`config.mk`:
```
export PLATFORM = sky130hd
export DESIGN_NAME = axi_lane_mem_slave_flat
export DESIGN_NICKNAME = d
export VERILOG_FILES = /design/src/rtl/axi_lane_mem_slave_pkg.sv /design/src/rtl/axi_lane_mem_slave_if.sv /design/src/rtl/axi_lane_mem_slave_lane_rd_delay.sv /design/src/rtl/axi_lane_mem_slave.sv /design/src/flat_wrapper.sv
export SDC_FILE = /design/constraint.sdc
export NUM_CORES = 1
export LEC_CHECK = 0
export CORE_AREA = 2 2 233 235
export DETAILED_ROUTE_END_ITERATION = 10
export DIE_AREA = 0 0 235 237
export PLACE_DENSITY = 0.53
export SETUP_SLACK_MARGIN = 0.2
export SYNTH_ARGS = -nofsm -noshare
export SYNTH_HDL_FRONTEND = slang
export SYNTH_SLANG_ARGS = --single-unit
```
`constraint.sdc`:
```
create_clock -name clk -period 2.25 [get_ports clk]
set_clock_uncertainty 0.2 [all_clocks]
set_input_delay 0.3375 -clock clk [delete_from_list [all_inputs] [get_ports clk]]
set_output_delay 0.3375 -clock clk [all_outputs]
set_load 0.02 [all_outputs]
```
`src/rtl/axi_lane_mem_slave_pkg.sv`:
```
// Shared types and constants for the AXI4-Lite lane-memory slave.
package vec_axi_pkg;

  typedef enum logic [2:0] {
    S_IDLE,
    S_WR_REQ,
    S_WR_RESP,
    S_RD_REQ,
    S_RD_WAIT,
    S_RD_RESP
  } state_t;

  localparam logic [1:0] RESP_OKAY   = 2'b00;
  localparam logic [1:0] RESP_SLVERR = 2'b10;

  localparam logic REQ_WRITE = 1'b1;
  localparam logic REQ_READ  = 1'b0;

  // Shift converting a byte address into an element address.
  function automatic int unsigned byte_shift(input int unsigned width);
    return $clog2(width / 8);
  endfunction

endpackage

```
`src/rtl/axi_lane_mem_slave_if.sv`:
```
// AXI4-Lite bus bundle between the host interconnect and the lane-memory slave.
interface axi_lane_mem_slave_if #(
  parameter int unsigned AXI_AW = 32,
  parameter int unsigned DW     = 128
) ();

  logic [AXI_AW-1:0] awaddr;
  logic              awvalid;
  logic              awready;
  logic [DW-1:0]     wdata;
  logic              wvalid;
  logic              wready;
  logic [1:0]        bresp;
  logic              bvalid;
  logic              bready;
  logic [AXI_AW-1:0] araddr;
  logic              arvalid;
  logic              arready;
  logic [DW-1:0]     rdata;
  logic [1:0]        rresp;
  logic              rvalid;
  logic              rready;

  modport master (
    output awaddr, awvalid, wdata, wvalid, bready, araddr, arvalid, rready,
    input  awready, wready, bresp, bvalid, arready, rdata, rresp, rvalid
  );

  modport slave (
    input  awaddr, awvalid, wdata, wvalid, bready, araddr, arvalid, rready,
    output awready, wready, bresp, bvalid, arready, rdata, rresp, rvalid
  );

endinterface

```
`src/rtl/axi_lane_mem_slave_lane_rd_delay.sv`:
```
// Delays the read-request strobe by the lane-memory read latency to time the row capture.
module lane_rd_delay #(
  parameter int unsigned DEPTH = 1
) (
  input  logic clk,
  input  logic reset,
  input  logic strobe_in,
  output logic strobe_out
);

  logic [DEPTH-1:0] sr;

  always_ff @(posedge clk) begin
    if (reset) begin
      sr <= '0;
    end else begin
      sr[0] <= strobe_in;
      for (int unsigned i = 1; i < DEPTH; i++) begin
        sr[i] <= sr[i-1];
      end
    end
  end

  assign strobe_out = sr[DEPTH-1];

endmodule

```
`src/rtl/axi_lane_mem_slave.sv`:
```
// AXI4-Lite slave turning single-beat transactions into one-cycle lane-memory row requests.
module axi_lane_mem_slave
  import vec_axi_pkg::*;
#(
  parameter int unsigned ADDRWIDTH  = 11,
  parameter int unsigned NUMLANES   = 8,
  parameter int unsigned WIDTH      = 16,
  parameter int unsigned AXI_AW     = 32,
  parameter int unsigned RD_LATENCY = 1
) (
  input  logic                        clk,
  input  logic                        reset,
  axi_lane_mem_slave_if.slave         s,
  output logic [ADDRWIDTH-1:0]        axi_addr,
  output logic [NUMLANES*WIDTH-1:0]   axi_data,
  output logic                        axi_req_en,
  output logic                        axi_req_type,
  input  logic [NUMLANES*WIDTH-1:0]   lane_rdata,
  output logic                        busy
);

  localparam int unsigned DW  = NUMLANES * WIDTH;
  localparam int unsigned ESH = byte_shift(WIDTH);
  localparam int unsigned HI  = ADDRWIDTH + ESH;

  state_t               state_q, state_d;
  logic                 rr_last_q, rr_last_d;
  logic                 awready_q, awready_d;
  logic                 wready_q, wready_d;
  logic                 arready_q, arready_d;
  logic                 bvalid_q, bvalid_d;
  logic [1:0]           bresp_q, bresp_d;
  logic                 rvalid_q, rvalid_d;
  logic [1:0]           rresp_q, rresp_d;
  logic [DW-1:0]        rdata_q, rdata_d;
  logic [ADDRWIDTH-1:0] addr_q, addr_d;
  logic [DW-1:0]        data_q, data_d;
  logic                 req_en_q, req_en_d;
  logic                 req_type_q, req_type_d;
  logic                 busy_q, busy_d;

  logic                 wr_cand_c, rd_cand_c;
  logic                 wr_err_c, rd_err_c;
  logic [ADDRWIDTH-1:0] wr_elem_c, rd_elem_c;
  logic                 capture_c;

  assign wr_cand_c = s.awvalid & s.wvalid;
  assign rd_cand_c = s.arvalid;
  assign wr_err_c  = (s.awaddr >> HI) != '0;
  assign rd_err_c  = (s.araddr >> HI) != '0;
  assign wr_elem_c = ADDRWIDTH'(s.awaddr >> ESH);
  assign rd_elem_c = ADDRWIDTH'(s.araddr >> ESH);

  lane_rd_delay #(.DEPTH(RD_LATENCY)) u_rd_delay (
    .clk        (clk),
    .reset      (reset),
    .strobe_in  (req_en_q & (req_type_q == REQ_READ)),
    .strobe_out (capture_c)
  );

  always_ff @(posedge clk) begin
    if (reset) begin
      state_q    <= S_IDLE;
      rr_last_q  <= REQ_WRITE;
      awready_q  <= 1'b0;
      wready_q   <= 1'b0;
      arready_q  <= 1'b0;
      bvalid_q   <= 1'b0;
      bresp_q    <= 2'b00;
      rvalid_q   <= 1'b0;
      rresp_q    <= 2'b00;
      rdata_q    <= '0;
      addr_q     <= '0;
      data_q     <= '0;
      req_en_q   <= 1'b0;
      req_type_q <= 1'b0;
      busy_q     <= 1'b0;
    end else begin
      state_q    <= state_d;
      rr_last_q  <= rr_last_d;
      awready_q  <= awready_d;
      wready_q   <= wready_d;
      arready_q  <= arready_d;
      bvalid_q   <= bvalid_d;
      bresp_q    <= bresp_d;
      rvalid_q   <= rvalid_d;
      rresp_q    <= rresp_d;
      rdata_q    <= rdata_d;
      addr_q     <= addr_d;
      data_q     <= data_d;
      req_en_q   <= req_en_d;
      req_type_q <= req_type_d;
      busy_q     <= busy_d;
    end
  end

  // Next state and next registered outputs; readies raised in IDLE complete the handshake one cycle later.
  always_comb begin
    state_d    = state_q;
    rr_last_d  = rr_last_q;
    awready_d  = 1'b0;
    wready_d   = 1'b0;
    arready_d  = 1'b0;
    bvalid_d   = bvalid_q;
    bresp_d    = bresp_q;
    rvalid_d   = rvalid_q;
    rresp_d    = rresp_q;
    rdata_d    = rdata_q;
    addr_d     = '0;
    data_d     = '0;
    req_en_d   = 1'b0;
    req_type_d = 1'b0;

    unique case (state_q)
      S_IDLE: begin
        if (awready_q && wr_cand_c) begin
          if (wr_err_c) begin
            state_d  = S_WR_RESP;
            bvalid_d = 1'b1;
            bresp_d  = RESP_SLVERR;
          end else begin
            state_d    = S_WR_REQ;
            req_en_d   = 1'b1;
            req_type_d = REQ_WRITE;
            addr_d     = wr_elem_c;
            data_d     = s.wdata;
          end
        end else if (arready_q && rd_cand_c) begin
          if (rd_err_c) begin
            state_d  = S_RD_RESP;
            rvalid_d = 1'b1;
            rresp_d  = RESP_SLVERR;
            rdata_d  = '0;
          end else begin
            state_d    = S_RD_REQ;
            req_en_d   = 1'b1;
            req_type_d = REQ_READ;
            addr_d     = rd_elem_c;
          end
        end else if (!awready_q && !arready_q) begin
          // Round-robin state only moves when both channels compete.
          if (wr_cand_c && rd_cand_c) begin
            if (rr_last_q == REQ_WRITE) begin
              arready_d = 1'b1;
              rr_last_d = REQ_READ;
            end else begin
              awready_d = 1'b1;
              wready_d  = 1'b1;
              rr_last_d = REQ_WRITE;
            end
          end else if (wr_cand_c) begin
            awready_d = 1'b1;
            wready_d  = 1'b1;
          end else if (rd_cand_c) begin
            arready_d = 1'b1;
          end
        end
      end
      S_WR_REQ: begin
        state_d  = S_WR_RESP;
        bvalid_d = 1'b1;
        bresp_d  = RESP_OKAY;
      end
      S_WR_RESP: begin
        if (s.bready) begin
          state_d  = S_IDLE;
          bvalid_d = 1'b0;
          bresp_d  = RESP_OKAY;
        end
      end
      S_RD_REQ: begin
        state_d = S_RD_WAIT;
      end
      S_RD_WAIT: begin
        if (capture_c) begin
          state_d  = S_RD_RESP;
          rvalid_d = 1'b1;
          rresp_d  = RESP_OKAY;
          rdata_d  = lane_rdata;
        end
      end
      S_RD_RESP: begin
        if (s.rready) begin
          state_d  = S_IDLE;
          rvalid_d = 1'b0;
          rresp_d  = RESP_OKAY;
        end
      end
      default: begin
        state_d = S_IDLE;
      end
    endcase

    busy_d = (state_d != S_IDLE);
  end

  assign s.awready    = awready_q;
  assign s.wready     = wready_q;
  assign s.arready    = arready_q;
  assign s.bvalid     = bvalid_q;
  assign s.bresp      = bresp_q;
  assign s.rvalid     = rvalid_q;
  assign s.rresp      = rresp_q;
  assign s.rdata      = rdata_q;
  assign axi_addr     = addr_q;
  assign axi_data     = data_q;
  assign axi_req_en   = req_en_q;
  assign axi_req_type = req_type_q;
  assign busy         = busy_q;

endmodule

```
`src/flat_wrapper.sv`:
```
// flat-port wrapper written by rule: the top's interface ports become plain ports
module axi_lane_mem_slave_flat import vec_axi_pkg::*;
#(
  parameter int unsigned ADDRWIDTH  = 11,
  parameter int unsigned NUMLANES   = 8,
  parameter int unsigned WIDTH      = 16,
  parameter int unsigned AXI_AW     = 32,
  parameter int unsigned RD_LATENCY = 1
)
  (clk, reset, axi_addr, axi_data, axi_req_en, axi_req_type, lane_rdata, busy, s_awaddr, s_awvalid, s_wdata, s_wvalid, s_bready, s_araddr, s_arvalid, s_rready, s_awready, s_wready, s_bresp, s_bvalid, s_arready, s_rdata, s_rresp, s_rvalid);
  axi_lane_mem_slave_if #(.AXI_AW(AXI_AW), .DW(((8) * (16)))) s_i ();
  input  logic clk;
  input  logic reset;
  output logic [ADDRWIDTH-1:0] axi_addr;
  output logic [NUMLANES*WIDTH-1:0] axi_data;
  output logic axi_req_en;
  output logic axi_req_type;
  input  logic [NUMLANES*WIDTH-1:0] lane_rdata;
  output logic busy;
  input wire logic [$bits(s_i.awaddr)-1:0] s_awaddr;
  input wire logic [$bits(s_i.awvalid)-1:0] s_awvalid;
  input wire logic [$bits(s_i.wdata)-1:0] s_wdata;
  input wire logic [$bits(s_i.wvalid)-1:0] s_wvalid;
  input wire logic [$bits(s_i.bready)-1:0] s_bready;
  input wire logic [$bits(s_i.araddr)-1:0] s_araddr;
  input wire logic [$bits(s_i.arvalid)-1:0] s_arvalid;
  input wire logic [$bits(s_i.rready)-1:0] s_rready;
  output wire logic [$bits(s_i.awready)-1:0] s_awready;
  output wire logic [$bits(s_i.wready)-1:0] s_wready;
  output wire logic [$bits(s_i.bresp)-1:0] s_bresp;
  output wire logic [$bits(s_i.bvalid)-1:0] s_bvalid;
  output wire logic [$bits(s_i.arready)-1:0] s_arready;
  output wire logic [$bits(s_i.rdata)-1:0] s_rdata;
  output wire logic [$bits(s_i.rresp)-1:0] s_rresp;
  output wire logic [$bits(s_i.rvalid)-1:0] s_rvalid;
  assign s_i.awaddr = s_awaddr;
  assign s_i.awvalid = s_awvalid;
  assign s_i.wdata = s_wdata;
  assign s_i.wvalid = s_wvalid;
  assign s_i.bready = s_bready;
  assign s_i.araddr = s_araddr;
  assign s_i.arvalid = s_arvalid;
  assign s_i.rready = s_rready;
  assign s_awready = s_i.awready;
  assign s_wready = s_i.wready;
  assign s_bresp = s_i.bresp;
  assign s_bvalid = s_i.bvalid;
  assign s_arready = s_i.arready;
  assign s_rdata = s_i.rdata;
  assign s_rresp = s_i.rresp;
  assign s_rvalid = s_i.rvalid;
  axi_lane_mem_slave #(.ADDRWIDTH(ADDRWIDTH), .NUMLANES(NUMLANES), .WIDTH(WIDTH), .AXI_AW(AXI_AW), .RD_LATENCY(RD_LATENCY)) u_core (.clk(clk), .reset(reset), .s(s_i), .axi_addr(axi_addr), .axi_data(axi_data), .axi_req_en(axi_req_en), .axi_req_type(axi_req_type), .lane_rdata(lane_rdata), .busy(busy));
endmodule
```
After elaboration in Yosys (flattened, before gate mapping)
Cells that the tools add are included.

operators by class
  bitwise operators = 7
  equality and inequality tests = 13
  muxes and demuxes = 48
  reduce and logical (&&, ||, !) cells = 21

operators with widths
  kind                                                   count
  2-to-1 mux 128 bit                                     4
  case mux 128 bit (2 select lines)                      1
  nonzero test 32 bit                                    2
  2-to-1 mux 11 bit                                      4
  2-to-1 mux 1 bit                                       19
  2-to-1 mux 2 bit                                       9
  2-to-1 mux 3 bit                                       6
  case mux 3 bit (6 select lines)                        1
  case mux 2 bit (3 select lines)                        2
  AND reduction 5 bit                                    2
  nonzero test 3 bit                                     3
  inequality test 2 x 1 -> 1 bit, second input constant  4
  inequality test 2 bit, second input constant           4
  equality test 3 x 2 -> 1 bit, second input constant    2
  equality test 3 bit, second input constant             2
  case mux 1 bit (3 select lines)                        2
  AND reduction 6 bit                                    1
  inverter 1 bit                                         5
  OR reduction 5 bit                                     1
  logical AND 1 bit                                      4
  AND reduction 4 bit                                    1
  OR reduction 4 bit                                     1
  equality test 3 x 1 -> 1 bit, second input constant    1
  zero test 3 bit                                        1
  other kinds (5)                                        7

word-level totals
  bits in registers = 283
  output and inout port bits = 279
  bits of input ports = 327

Longest topological paths before layout
Gate-level depths: netlist of run 1.

  depth after elaboration = 6
  gate-level depth with buffers = 8

By module
A second synthesis of run 1 with hierarchy kept.

second synthesis, totals
  cell total of the unflattened synthesis = 703
  area total of the unflattened synthesis = 8,587.0 µm²

by module, submodules not included
  module              cells each  area each (µm²)  seq. area each (µm²)  instances
  axi_lane_mem_slave  701         8,553.2          5,605.4               1
  lane_rd_delay       2           33.8             20.0                  1

Worst setup path before layout of run 1
OpenSTA, ideal clock, no wires.

  path type = input port to flip-flop
  start = input s_araddr[13]
  end = register u_core.rdata_q[107] (netlist: u_core.s.rdata[107])
  buffers on the path = 2
  slack = 229 ps
  arrival = 1,683 ps
  data required time = 1,912 ps
  stages on the path = 7
  setup time = 138 ps
  path through = or4_4 -> nor3_4 -> a211oi_4 -> buf_2 -> buf_2 -> nand3_1 -> a21oi_2

between the ends
  cells in the longest elaborated chain, start to end = 3

ends and longest elaborated chain
  item                                      line                      RTL
  start, declared                           flat_wrapper.sv:25        input wire logic [$bits(s_i.araddr)-1:0] s_araddr;
  nonzero test 32 bit                       axi_lane_mem_slave.sv:50  assign rd_err_c = (s.araddr >> HI) != '0;
  inequality test 2 x 1 -> 1 bit (no line)  --
  AND reduction 5 bit (no line)             --
  end signal, assigned                      axi_lane_mem_slave.sv:88  rdata_q <= rdata_d;
  end, declared                             axi_lane_mem_slave.sv:35  logic [DW-1:0] rdata_q, rdata_d;

Every way passes these cells.
A chain may end at the register's enable or synchronous reset.

Worst setup path in the final report of run 1
  start = input s_araddr[13]
  end = register u_core.rdata_q[77] (netlist: u_core.s.rdata[77])

The elaborated chain is that of the path after synthesis.

==> impl_metrics.json, run 1 <==
{
  "outcome": "completed",
  "synth-seq-cells": 281,
  "worst-path-max-fanout": 6,
  "grt_use_total_pct": 15.7,
  "slew_headroom_pct": 57.3,
  "drive_gt1_share_pct": 23.9,
  "wire_per_inst_um": 20.3,
  "place_congestion": 0.869,
  "setup-tns-final_ns": 0,
  "muxShareOfSynthArea_pct": 0.105,
  "numCtsBuffers": 34,
  "drtIter0Drc": 287,
  "avgSynthCellArea_um2": 11.2,
  "hold_path.class": "primary input to flip-flop",
  "drt_wl_total_um": 47400,
  "place_inst": 2221,
  "slew_violations": 0,
  "synth_fa_ha_area_share_pct": 0,
  "synthTopCellsByArea": "dfxtp_1, nand2b_4, a21oi_2, and2_1, nand3_1",
  "avgViaCountPerCell": 4.11,
  "via_count": 9578,
  "cp-start-kind": "primary input",
  "synth_top_family_by_area": "simple AND/OR/NAND/NOR gates",
  "grt_first_pass_wirelength_um": 65600,
  "root_buffer": "clkbuf_16",
  "period_share_pct": 99.5,
  "io-pin-count": 606,
  "dieHeight_um": 237,
  "ys.flop_type": "dfxtp_1",
  "clock_latency_ns": 0.53,
  "portBuffers": 601,
  "die_area_mm2": 0.0557,
  "crit_type": "primary input to flip-flop",
  "yosysWarnings": 0,
  "coreArea_mm2": 0.0533,
  "rows": 85,
  "grt_max_degree": 78,
  "drtAntennaViolNets": 0,
  "antenna_found_initial": 6,
  "async_reset_ff_share_pct": 0,
  "dp.final_hpwl_um": 32300,
  "grt_pass1_vias": 9978,
  "synth-compound-area-share_pct": 11.9,
  "synth_area_mm2": 0.0108,
  "post-route-util_pct": 37.5,
  "drv_cap": 0,
  "yosysTopAreaCell": "dfxtp_1",
  "cp-end-kind": "flip-flop",
  "hold_viol_final": 0,
  "worst_pin_slew_ns": 0.640,
  "initial_core_util_pct": 20.2,
  "cts.sinks": 281,
  "power_density_mw_per_mm2": 588,
  "synth_edf_count": 0,
  "yosysMostFrequentCell": "dfxtp_1",
  "min_period_ns": 2.24,
  "max_freq_ghz": 0.447,
  "cts_buffer_depth": 3,
  "dr.pass1.iters": 4,
  "synth_top_area_share_pct": 52.3,
  "post-route-drc-count": 0,
  "fin_cells": 2333,
  "syn_to_final_growth_pct": 85.5,
  "fill_cells": 5269,
  "cts_tree": "built",
  "cp.required_ns": 2.51,
  "cp.arrival_ns": 2.50,
  "yosys.cell_types.count": 48,
  "grt_overflow": 0,
  "dieWidth_um": 235,
  "ys_seq_area_share_pct": 52.3,
  "rsz0062_at_grt": "yes",
  "netlist_instances": 964,
  "p_leak_nw": 8.99,
  "path_clk_slew_ns": 0.06,
  "setup_violations": 0,
  "fin_nets": 1937,
  "vdd_drop_max_v": 0.000483,
  "synthXorXnorAreaFrac_pct": 0.0814,
  "cts-htree-levels": 2,
  "ys_top_cells_by_count": "dfxtp_1, nand3_1, and2_1, a21oi_2, nand2b_4",
  "synth-simple-area-share_pct": 30.8
}
[through the flow]
| stage | power [mW] | area (um^2) | worst slack, ns | hold slack [ns] |
|---|---|---|---|---|
| CTS | 11.9 | 19300 | 0.00651 | 0.124 |
| detailed placement | 6.22 | 17600 | -0.499 | 0.224 |
| finish | 11.7 | 20000 | 0.0120 | 0.163 |
| global placement | 6.22 | 17600 | -0.545 | 0.208 |
| global route | 12.2 | 20000 | -0.0771 | 0.136 |
| floorplan | 5.53 | 10800 | 0.229 | 0.235 |
[per-layer routing]
metal | wire length [um] | track usage [%] | vias up
met1 | 16800 | 15.9 | 4569
met5 | 0 | 0 | -
met3 | 4650 | 7.20 | 73
met2 | 24600 | 28.2 | 406
li1 | - | - | 4530
met4 | 1340 | 6.14 | 0
[cells in the final DEF, fill, tap and decap left out, drive strengths merged, types with 8 or more instances in the layout]
| cell | instances |
|---|---|
| clkdlybuf4s50 | 376 |
| dfxtp | 281 |
| dlygate4sd2 | 139 |
| nand3 | 132 |
| a21oi | 132 |
| and2 | 129 |
| nand2b | 128 |
| dlymetal6s2s | 84 |
| buf | 75 |
| clkbuf | 56 |
| a22o | 12 |
| nand2 | 11 |
| nor4 | 9 |
| nor2 | 8 |
[final timing paths]
check / startpoint / to / slack (ns) / depth (start not counted)
hold reg to reg: u_core.axi_req_type / u_core.u_rd_delay.strobe_out / 0.23 / 1
setup reg to reg: u_core.state_q[0] / u_core.s.rdata[50] / 0.02 / 10
setup / recovery: s_araddr[13] / u_core.s.rdata[77] / 0.01 / 10
hold / removal: s_wdata[83] / u_core.axi_data[83] / 0.16 / 2
[sequential cells by signal, indices dropped and copies added (netlist names), 3 cells and up]
name	flops
u_core.axi_addr	11
u_core.s.rdata	128
u_core.axi_data	128
u_core.state_q	3
[kinds of logic after synthesis]
| family | Yosys count |
|---|---|
| mux | 1 |
| simple gates | 436 |
| xor+xnor | 1 |
| other cells | 1 |
| compound gates | 162 |
| buf+inv | 82 |
| flops | 281 |
[layout make-up]
| class | count | area [um^2] | area share, % |
|---|---|---|---|
| Sequential cell | 281 | 5630 | 28.2 |
| Multi-Input combinational cell | 602 | 4810 | 24.1 |
| Clock buffer | 48 | 973 | 4.87 |
| Timing Repair Buffer | 688 | 7570 | 37.9 |
| Clock inverter | 8 | 86.3 | 0.432 |
| Tap cell | 696 | 871 | 4.36 |
| Inverter | 3 | 11.3 | 0.0564 |
| Antenna cell | 7 | 17.5 | 0.0877 |
[timing repair]
item	CTS	global route
pin swaps	19	56
endpoints found under the hold margin	4	0
hold buffers	2	0
endpoints found under the setup margin	346	213
gates cloned	18	9
setup buffers	13	7
gates resized for setup	194	129
[where the power goes]
group	switching, mW	internal (mW)	total [mW]
clock network	2.21	3.13	5.34
logic	0.496	0.896	1.39
registers	0.0178	5.00	5.02
[critical path, cell delays in order]
cell             delay [ns]
clkdlybuf4s50_1        0.40
or4_4                  0.49
nor3_4                 0.23
a211oi_4               0.10
buf_12                 0.16
buf_12                 0.13
buf_12                 0.13
bufbuf_16              0.27
nand2b_4               0.13
a21oi_2                0.12
Power figures use the tool's default switching activity.
==> inputs of run 2 (changes only) <==
--- a/config.mk
+++ b/config.mk
@@ -5,10 +5,11 @@
 export SDC_FILE = /design/constraint.sdc
 export NUM_CORES = 1
 export LEC_CHECK = 0
-export CORE_AREA = 2 2 233 235
+export ABC_AREA = 1
+export CORE_AREA = 2 2 237 239
 export DETAILED_ROUTE_END_ITERATION = 10
-export DIE_AREA = 0 0 235 237
-export PLACE_DENSITY = 0.53
+export DIE_AREA = 0 0 239 241
+export PLACE_DENSITY = 0.58
 export SETUP_SLACK_MARGIN = 0.2
 export SYNTH_ARGS = -nofsm -noshare
 export SYNTH_HDL_FRONTEND = slang
==> constraint.sdc (replaced) <==
create_clock -name clk -period 2 [get_ports clk]
set_clock_uncertainty 0.2 [all_clocks]
set_input_delay 0.3 -clock clk [delete_from_list [all_inputs] [get_ports clk]]
set_output_delay 0.3 -clock clk [all_outputs]
set_load 0.02 [all_outputs]
==> impl_metrics.json, run 2 <==
{
  "netlist_instances": 1541,
  "io-pin-count": 606,
  "cts_hold_buf": 0,
  "synth_top_area_share_pct": 48.9,
  "syn_to_final_growth_pct": 91.2,
  "crit_type": "flip-flop to flip-flop",
  "dieHeight_um": 241,
  "post-route-drc-count": 0,
  "fin_ws_ns": -0.165,
  "hold_viol_final": 0,
  "cts_buffer_depth": 3,
  "dr.pass1.iters": 4,
  "cts-htree-levels": 2,
  "cp-end-kind": "flip-flop",
  "hold_path.class": "primary input to flip-flop",
  "die_area_mm2": 0.0576,
  "grt_max_degree": 136,
  "cts_tree": "built",
  "numCtsBuffers": 34,
  "yosysTopAreaCell": "dfxtp_1",
  "slew_violations": 0,
  "timing.hold.ws_ns": 0.101,
  "coreArea_mm2": 0.0549,
  "vdd_drop_max_v": 0.000551,
  "cp.required_ns": 2.17,
  "avgViaCountPerCell": 3.90,
  "synth_area_mm2": 0.0115,
  "clock_latency_ns": 0.52,
  "drv_cap": 0,
  "dieWidth_um": 239,
  "async_reset_ff_share_pct": 0,
  "grt_use_total_pct": 15.3,
  "cts.sinks": 281,
  "rsz0062_at_grt": "yes",
  "fin_nets": 2548,
  "avgSynthCellArea_um2": 7.47,
  "multi_input_comb_area_mm2": 0.00485,
  "ys.flop_type": "dfxtp_1",
  "root_buffer": "clkbuf_16",
  "max_freq_ghz": 0.462,
  "min_period_ns": 2.16,
  "portBuffers": 601,
  "via_count": 11500,
  "drt_wl_total_um": 48300,
  "grt_overflow": 0,
  "dp.final_hpwl_um": 32700,
  "power_density_mw_per_mm2": 707,
  "yosysMostFrequentCell": "nand2_1",
  "initial_core_util_pct": 21.0,
  "register_area_mm2": 0.00563,
  "grt_pass1_vias": 11600,
  "antenna_found_initial": 4,
  "slew_headroom_pct": 51.0,
  "p_leak_nw": 13.1,
  "ys_seq_area_share_pct": 48.9,
  "drtIter0Drc": 338,
  "worst_pin_slew_ns": 0.735,
  "ys_top_cells_by_count": "nand2_1, dfxtp_1, inv_1, nor2_1, nor2_4",
  "cp-start-kind": "flip-flop",
  "yosysWarnings": 0,
  "synthTopCellsByArea": "dfxtp_1, nand2_1, nor2_4, inv_1, nor2_1",
  "mostFrequentLayoutCell": "nand2_1",
  "outcome": "finished with violations",
  "cp.arrival_ns": 2.34,
  "most-common-layout-cells": "nand2_1, clkdlybuf4s50_1, dfxtp_1",
  "power_mw": 15.6,
  "dpl_worst_slack_ns": -0.405,
  "wire_per_inst_um": 16.4,
  "synth_edf_count": 0,
  "yosys.cell_types.count": 30,
  "fill_cells": 5405,
  "rows": 86,
  "place_congestion": 0.845,
  "setup-tns-final_ns": -13.43,
  "synth-seq-cells": 281,
  "path_clk_slew_ns": 0.06,
  "setup_violations": 202,
  "failed_checks": "negative setup slack",
  "grt_first_pass_wirelength_um": 67300,
  "worst-path-max-fanout": 7,
  "drive_gt1_share_pct": 18.7,
  "drtAntennaViolNets": 0,
  "period_share_pct": 108
}
## run 2: cell count changes after synthesis, sizes merged, moves of 107 or more
cell	delta
nand2	+558
inv	+270
nand3	-107
and2	-127
a21oi	-126
nand2b	-128
nor2	+283
## run 2: timing repair
action                                  4_1_cts  5_1_grt
buffers inserted                             23        8
resized for setup                           215      336
pin swaps                                    15       32
endpoints found under the setup margin      545      483
cloned                                       28       10
## run 2: final cells by class
cell class	count	share of cell area, %
Antenna cell	1	0.0114
Sequential cell	281	25.6
Multi-Input combinational cell	912	22.0
Clock inverter	8	0.324
Tap cell	704	4.00
Inverter	273	4.82
Clock buffer	51	4.57
Timing Repair inverter	2	0.0910
Timing Repair Buffer	717	38.5
## run 2: worst max-delay path, stage by stage, from the launching register on
cell and delay, ns:
dfxtp_2 0.33, nor2_4 0.11, inv_2 0.06, nor2_8 0.13, buf_6 0.10, nand4_1 0.19
nand3_4 0.17, buf_6 0.11, buf_6 0.10, buf_12 0.15, buf_16 0.16, nand2_2 0.07
nand2_2 0.08, nor2_1 0.04
## run 2: cells by family (layout without fill, tap and decap cells)
group	after synthesis	in the layout	synth area share, %
AO/OA/AOI/OAI	12	12	0.598
buffers and inverters	351	1051	13.9
flip-flops	281	281	48.9
other	1	3	0.0326
AND/OR/NAND/NOR	896	898	36.5
## run 2: report_power, final
part | switching (mW) | internal, mW
combinational | 1.77 | 1.71
clock | 2.47 | 3.60
sequential | 0.137 | 5.87
total | 4.38 | 11.2
## run 2: layer usage
| layer | wire length, um | GRT usage [%] | share of wire, % | vias to the layer above |
|---|---|---|---|---|
| li1 | - | - | - | 5752 |
| met1 | 19100 | 17.7 | 40 | 5280 |
| met2 | 24200 | 26.5 | 50 | 385 |
| met3 | 3460 | 4.80 | 7.2 | 79 |
| met4 | 1520 | 5.87 | 3.1 | 2 |
| met5 | 19 | 0 | 0.039 | - |
## run 2: final timing paths
kind,startpoint,to,slack [ns],cells after the start
worst min-delay path,s_wdata[28],u_core.axi_data[28],0.10,3
worst max-delay path,u_core.state_q[1],u_core.s.rdata[45],-0.16,13
worst min register to register,u_core.axi_req_type,u_core.u_rd_delay.strobe_out,0.22,1
worst max register to register,u_core.state_q[1],u_core.s.rdata[45],-0.16,13
## run 2: stage by stage
stage	utilization, %	instances	area, um^2
6_report	40.1	2949	22000
5_1_grt	40.1	2948	22000
4_1_cts	37.9	2930	20800
3_5_place_dp	33.5	2820	18400
3_3_place_gp	33.5	2820	18400
2_1_floorplan	-	1542	11500
